## src/rtl/sorted_mem_pkg.sv

```systemverilog
// Shared geometry and writer state encoding for the sorted table and its search datapath.
package sorted_mem_pkg;

    localparam int DEPTH = 32;
    localparam int DW = 8;
    localparam int AW = 5;
    localparam logic [7:0] EMPTY_VAL = 8'hFF;

    typedef enum logic {IDLE, SHIFT} wr_state_t;

endpackage

```

## src/rtl/sorted_ram_writer.sv

```systemverilog
// Sorted-insert writer: keeps an ascending table, shifting larger entries up one slot per cycle.
// Optional feature: define SORTED_WRITER_CLEAR_EN to add a `clear` input that empties the table from IDLE.
module sorted_ram_writer #(
    parameter int DEPTH = sorted_mem_pkg::DEPTH,
    parameter int DW = sorted_mem_pkg::DW,
    parameter int AW = sorted_mem_pkg::AW
) (
    input  logic clk,
    input  logic rst_n,
    input  logic in_valid,
    input  logic [DW-1:0] in_data,
    output logic in_ready,
`ifdef SORTED_WRITER_CLEAR_EN
    input  logic clear,
`endif
    input  logic [AW-1:0] rd_addr,
    output logic [DW-1:0] rd_data,
    output logic [AW:0] count,
    output logic full,
    output logic busy,
    output sorted_mem_pkg::wr_state_t state
);
    import sorted_mem_pkg::*;

    // Handshake: a value is taken on a rising edge where in_valid && in_ready;
    // in_ready is derived only from registered state, never from in_valid.

    // All-ones is EMPTY_VAL, so empty slots sort above every real value.
    localparam logic [DW-1:0] EMPTY = {DW{1'b1}};

    logic [DW-1:0] mem [DEPTH];
    logic [DW-1:0] val;
    logic [AW-1:0] idx;
    logic [AW-1:0] idx_m1;

    assign idx_m1  = idx - 1'b1;
    assign full    = (count == (AW+1)'(DEPTH));
    assign busy    = (state == SHIFT);
    assign rd_data = mem[rd_addr];

`ifdef SORTED_WRITER_CLEAR_EN
    assign in_ready = (state == IDLE) && !full && !clear;
`else
    assign in_ready = (state == IDLE) && !full;
`endif

    always_ff @(posedge clk or negedge rst_n) begin
        if (!rst_n) begin
            for (int j = 0; j < DEPTH; j++) mem[j] <= EMPTY;
            count <= '0;
            val   <= '0;
            idx   <= '0;
            state <= IDLE;
        end else begin
            case (state)
                IDLE: begin
`ifdef SORTED_WRITER_CLEAR_EN
                    if (clear) begin
                        for (int j = 0; j < DEPTH; j++) mem[j] <= EMPTY;
                        count <= '0;
                    end else
`endif
                    if (in_valid && in_ready) begin
                        val   <= in_data;
                        idx   <= count[AW-1:0];
                        state <= SHIFT;
                    end
                end
                SHIFT: begin
                    // Strict > keeps equal values in arrival order.
                    if (idx != '0 && mem[idx_m1] > val) begin
                        mem[idx] <= mem[idx_m1];
                        idx      <= idx_m1;
                    end else begin
                        mem[idx] <= val;
                        count    <= count + 1'b1;
                        state    <= IDLE;
                    end
                end
                default: state <= IDLE;
            endcase
        end
    end

endmodule

```

## config.mk

```make
export PLATFORM = sky130hd
export DESIGN_NAME = sorted_ram_writer
export DESIGN_NICKNAME = d
export VERILOG_FILES = /design/src/rtl/sorted_mem_pkg.sv /design/src/rtl/sorted_ram_writer.sv
export SDC_FILE = /design/constraint.sdc
export NUM_CORES = 1
export LEC_CHECK = 0
export CAP_MARGIN = 20
export CELL_PAD_IN_SITES_DETAIL_PLACEMENT = 0
export CELL_PAD_IN_SITES_GLOBAL_PLACEMENT = 1
export CORE_MARGIN = 3
export CORE_UTILIZATION = 45
export CTS_CLUSTER_SIZE = 14
export DETAILED_ROUTE_END_ITERATION = 12
export PLACE_DENSITY_LB_ADDON = 0.1
export SLEW_MARGIN = 20
export SYNTH_ARGS = -nofsm -noshare
export SYNTH_HDL_FRONTEND = slang
export SYNTH_SLANG_ARGS = --single-unit
```

## constraint.sdc

```tcl
create_clock -name clk -period 6.1 [get_ports clk]
set_input_delay 1.22 -clock clk [delete_from_list [all_inputs] [get_ports clk]]
set_output_delay 1.22 -clock clk [all_outputs]
set_load 0.05 [all_outputs]
```

==> impl_metrics.env <==
export IMPL_setup_tns_ns=0
export IMPL_worstPathArrival_ns=3.88
export IMPL_cts_htree_levels=2
export IMPL_place_gp_congestion=0.820
export IMPL_synth_xor_area_share=0.00518
export IMPL_cp_required_ns=4.88
export IMPL_dr_pass1_iters=5
export IMPL_grtUsageTotal=0.256
export IMPL_synthMostInstantiatedCell="nand2_1"
export IMPL_clock_latency_ns=0.52
export IMPL_grt_ovfl_total=0
export IMPL_yosys_area_share_simple=0.0943
export IMPL_ys_top_cells_by_count="nand2_1, dfstp_2, o21ai_0"
export IMPL_dieArea_um2=36000
export IMPL_dpl_hpwl_um=29100
export IMPL_synth_edf_count=0
export IMPL_slew_headroom=0.456
export IMPL_ys_top_cells_by_area="dfstp_2, mux4_2, nand2_1"
export IMPL_cts_resized=0
export IMPL_max_cap_violations=0
export IMPL_start_util=0.462
export IMPL_hold_buffers=0
export IMPL_cts_made_buffers=34
export IMPL_cts_tree="done"
export IMPL_async_flop_share=1.00
export IMPL_viasPerCell=5.89
export IMPL_syn_inst=1280
export IMPL_die_h_um=190
export IMPL_die_w_um=190
export IMPL_syn_avg_cell_area_um2=11.9
export IMPL_fin_crit_ns=5.10
export IMPL_status="completed"
export IMPL_synth_seq_cells=276
export IMPL_vias=10300
export IMPL_drive_gt1_frac=0.445
export IMPL_synth_adder_area_share=0.0123
export IMPL_cts_root_buf="clkbuf_16"
export IMPL_syn_area_um2=15200
export IMPL_post_cts_setup_buffers=0
export IMPL_num_io_pins=34
export IMPL_grt_pass1_vias=10500
export IMPL_wl_per_cell_um=25.4
export IMPL_yosysUniqueCellTypes=49
export IMPL_core_area_um2=32900
export IMPL_ant_nets=0
export IMPL_io_buffers=33
export IMPL_row_count=66
export IMPL_grt_max_degree=95
export IMPL_setup_viol=0
export IMPL_synthMuxAreaShare=0.249
export IMPL_path_clk_slew_ns=0.06
export IMPL_yosysWarnings=0
export IMPL_drv_slew=0
export IMPL_antennaDiodeCount=0
export IMPL_crit_path_start_kind="input port"
export IMPL_hold_violations=0
export IMPL_cts_buffer_depth=3
export IMPL_worst_pin_slew_ns=0.813
export IMPL_synth_top_family_by_area="multiplexers"
export IMPL_end_kind="output port"
export IMPL_synth_compound_area_frac=0.123
export IMPL_dp_slack_ns=0.963
export IMPL_grt_pass1_wl_um=69300
export IMPL_skew_ns=0.0143
export IMPL_ys_seq_area_frac=0.475
export IMPL_routed_wl_um=44300
export IMPL_critPathKind="in2out"
export IMPL_cp_max_fo=46
export IMPL_numClockSinks=276
export IMPL_area_growth_syn_to_layout_pct=13.2
export IMPL_rsz0062_at_grt="no"
export IMPL_fmax_mhz=196
export IMPL_drtIter0Drc=796
export IMPL_worst_hold_path_type="reg2reg"
export IMPL_synth_top_area_frac=0.442
export IMPL_layout_setup_ws_ns=1.00
export IMPL_nNetsFinal=1307
export IMPL_drc=0
export IMPL_grt_antenna_before_repair=0
export IMPL_synth_ff_type="dfstp_2"
export IMPL_synth_top_area_cell="dfstp_2"
export IMPL_syn_num_nets=1311
export IMPL_fin_crit_sh=0.836
-- routing by layer --
layer,global-route usage,share of wire,vias to the layer above
met5,0,0,-
met4,0.0682,0.025,0
met3,0.0435,0.051,62
met2,0.388,0.45,258
met1,0.385,0.47,5266
li1,-,-,4668
-- worst paths after layout --
path / from / end / slack (ns) / depth (start not counted)
setup reg to reg: idx[0]$_DFFE_PN0P_ / mem[29]$_DFFE_PN1P_ / 1.11 / 15
min in group asynchronous: rst_n / val[5]$_DFFE_PN0P_ / 0.68 / 1
setup / recovery: rd_addr[1] / rd_data[3] / 1.0 / 6
hold / removal: mem[135]$_DFFE_PN1P_ / mem[135]$_DFFE_PN1P_ / 0.47 / 2
max in group asynchronous: rst_n / mem[147]$_DFFE_PN1P_ / 4.30 / 2
hold reg to reg: mem[135]$_DFFE_PN1P_ / mem[135]$_DFFE_PN1P_ / 0.47 / 2
-- state kept, by name, summed over array words and instances, names as in the netlist --
register and count:
mem 256, idx 5, count 6, val 8
busy 1
-- final cells by class --
class                   count  area (µm²)
clock buffers              47         991
clock inverters            13         248
fillers                  2893       15700
inverters                  16        60.1
multi-input cells         880        7420
flip-flops and latches    276        7230
well taps                 442         553
repair buffers             68         706
-- worst max-delay path: stages --
cell             delay (ns)
buf_4                  0.11
buf_12                 0.34
mux4_2                 0.61
mux4_2                 0.54
mux2_2                 0.31
clkdlybuf4s50_1        0.72
-- logic make-up (layout without fill, tap and decap cells) --
logic type | Yosys count | count (layout)
flops | 276 | 276
buf+inv | 124 | 144
fa+ha+maj | 15 | 15
mux | 193 | 193
compound gates | 312 | 312
xor+xnor | 9 | 9
simple gates | 351 | 351
-- stage by stage --
stage | hold WS [ns] | std cells | util | area (µm²)
6_report | 0.471 | 1742 | 0.522 | 17200
4_1_cts | 0.471 | 1742 | 0.522 | 17200
5_1_grt | 0.488 | 1742 | 0.522 | 17200
2_1_floorplan | 0.447 | 1280 | - | 15200
3_5_place_dp | 0.463 | 1682 | 0.485 | 16000
3_3_place_gp | 0.457 | 1682 | 0.485 | 16000
-- cell usage in the layout, fill, tap and decap left out, drive strengths merged, types with 3 or more instances in the layout --
| cell | Yosys | routed |
|---|---|---|
| dfstp | 256 | 256 |
| a21o | 3 | 3 |
| a21oi | 23 | 23 |
| mux4 | 144 | 144 |
| inv | 16 | 17 |
| mux2i | 15 | 15 |
| o32ai | 3 | 3 |
| nor2 | 7 | 7 |
| mux2 | 34 | 34 |
| ha | 15 | 15 |
| bufinv | 0 | 7 |
| and3b | 3 | 3 |
| nor3 | 4 | 4 |
| a211oi | 3 | 3 |
| dfrtp | 20 | 20 |
| buf | 38 | 38 |
| a221oi | 8 | 8 |
| clkdlybuf4s50 | 0 | 30 |
| a2111oi | 7 | 7 |
| and2 | 15 | 15 |
| o21ai | 258 | 258 |
| nand4 | 3 | 3 |
| clkbuf | 70 | 47 |
| nand3 | 7 | 7 |
| nand2 | 299 | 299 |
| nor3b | 3 | 3 |
| and3 | 4 | 4 |
| xnor2 | 7 | 7 |
| clkinv | 0 | 5 |
Power is left out: the tool's default activity adds up to more than one toggle a clock period on the data nets, which glitch-free logic cannot reach.
==> patch, RTL diff (config.mk and constraints unchanged) <==
Reset style: synchronous (`rst_n`), changed in one clocked block.
--- a/src/rtl/sorted_ram_writer.sv
+++ b/src/rtl/sorted_ram_writer.sv
@@ -45,5 +45,5 @@
 `endif
 
-    always_ff @(posedge clk or negedge rst_n) begin
+    always_ff @(posedge clk) begin
         if (!rst_n) begin
             for (int j = 0; j < DEPTH; j++) mem[j] <= EMPTY;
Formal check against the unedited RTL: differs if rst_n is asserted again (counterexample within 4 cycles, from zero or initial values and one cycle with rst_n low); with rst_n held inactive, the same outputs for 4 cycles.
==> patch against the unedited design <==
  * Sequential cell count did not move
  * Wire length increased by 14%
  * Synthesized area rose by 2.4%
  * Critical endpoint is now rd_data[1]
  * Final area increased by 0.29%
  * Hold slack better by 0.0042 ns
  * Sequential share of layout area up 4.9 points
  * Maximum frequency decreased by 0.40%
  * Setup slack got worse by 0.020 ns
==> patch: results (changes against the unedited design) <==
- M2 GR Usage: 0.4476 (was 0.3880)
- Post-synth ARST share: 0 (was 1.000)
- Leading post-synthesis cells by cell area: edfxtp_1 (49%), mux4_2 (21%), nand3_1 (8.8%) (was dfstp_2 (44%), mux4_2 (21%), nand2_1 (7.4%))
- Met3 wire length: 4511 µm (was 2251 µm)
- FILL cells: 2898 (was 2893)
- Inserted Clock Buffers: 31 (was 34)
- Final worst-path cycle share: 0.8394 (was 0.8361)
- Wire length on met1: 20400 µm (was 20790 µm)
- R2r setup slk: 0.99 ns (was 1.11 ns)
- Vias/cell: 6.635 (was 5.886)
- Leading cell types by count after synthesis: nand3_1 (273), edfxtp_1 (256), mux4_2 (144) (was nand2_1 (299), dfstp_2 (256), o21ai_0 (193))
- Sequential fraction of the synthesis area: 0.5194 (was 0.4752)
- Largest net degree at the start of global routing: 70 (was 95)
- H-tree Lvls: 1 (was 2)
- Layout Utilization: 0.5109 (was 0.5223)
- Avg Cell Area, Syn: 13.94 µm² (was 11.88 µm²)
- Met2 WL: 23860 µm (was 20130 µm)
- CP endpoint: rd_data[1] (was rd_data[3])
- DR iter-0 viols: 1201 (was 796)
- First-pass GRT wire length: 73200 µm (was 69290 µm)
- Critical Path Source: rd_addr[0] (was rd_addr[1])
- Pre-CTS setup slack: 0.9302 ns (was 0.9631 ns)
- Critical Path Fanout Max: 64 (was 46)
- Tot GR Track Use: 0.2761 (was 0.2562)
- Critical path arrival: 3.90 ns (was 3.88 ns)
- Share of layout cells above drive strength 1: 0.2524 (was 0.4454)
- Fin Hold WS: 0.4755 ns (was 0.4714 ns)
- Cell count after placement: 1543 (was 1682)
- Skew-Pair Late Insertion Delay: 0.58 ns (was 0.52 ns)
- Post-DP Area: 16220 µm² (was 15970 µm²)
- Final HPWL DP: 34430 µm (was 29090 µm)
- Fin crit period: 5.121 ns (was 5.100 ns)
- RR Startpoint: idx[1] (was idx[0])
- Hold endpoint: val[2] (was mem[135])
- Worst hold start: val[2] (was mem[135])
- Number of flops mapped to enable cells by yosys: 256 (was 0)
- Synth Net Count: 1148 (was 1311)
- Routed len/inst: 31.38 µm (was 25.41 µm)
- DR vias: 10620 (was 10250)
- Met1 GRT Util: 0.3934 (was 0.3853)
- Yosys cell types: 56 (was 49)
- Met3 usage: 0.04143 (was 0.04349)
- DRT Pass-1 Iters: 6 (was 5)
- Status: finished, final reports clean (unchanged)
patch: cell count changes after synthesis, moves of 28 or more:
cell | unedited run | this run
dfstp_2 | 256 | 0
nand2_1 | 299 | 70
o21ai_2 | 30 | 2
edfxtp_1 | 0 | 256
nor2_1 | 7 | 42
nand3_1 | 7 | 273
o21ai_0 | 193 | 34
o21ai_1 | 35 | 2
patch: kinds of logic after synthesis:
family	Yosys count	share of synthesized area
AOI/OAI and AO/OA	98	0.05231
xor gates and xnor gates	2	0.001607
adders and majority gates	15	0.01205
buffers and inverters	128	0.05247
DFF	276	0.5194
muxes	174	0.2282
and+or+nand+nor	424	0.1340
patch: final cells by class:
class | instances | area [µm²] | area share
well taps | 448 | 560.5 | 0.03248
repair buffers | 89 | 815.8 | 0.04727
inverters | 17 | 63.81 | 0.003697
clock buffers | 36 | 794.5 | 0.04603
clock inverters | 22 | 241.5 | 0.01399
multi-input cells | 713 | 6691 | 0.3877
flip-flops and latches | 276 | 8092 | 0.4688
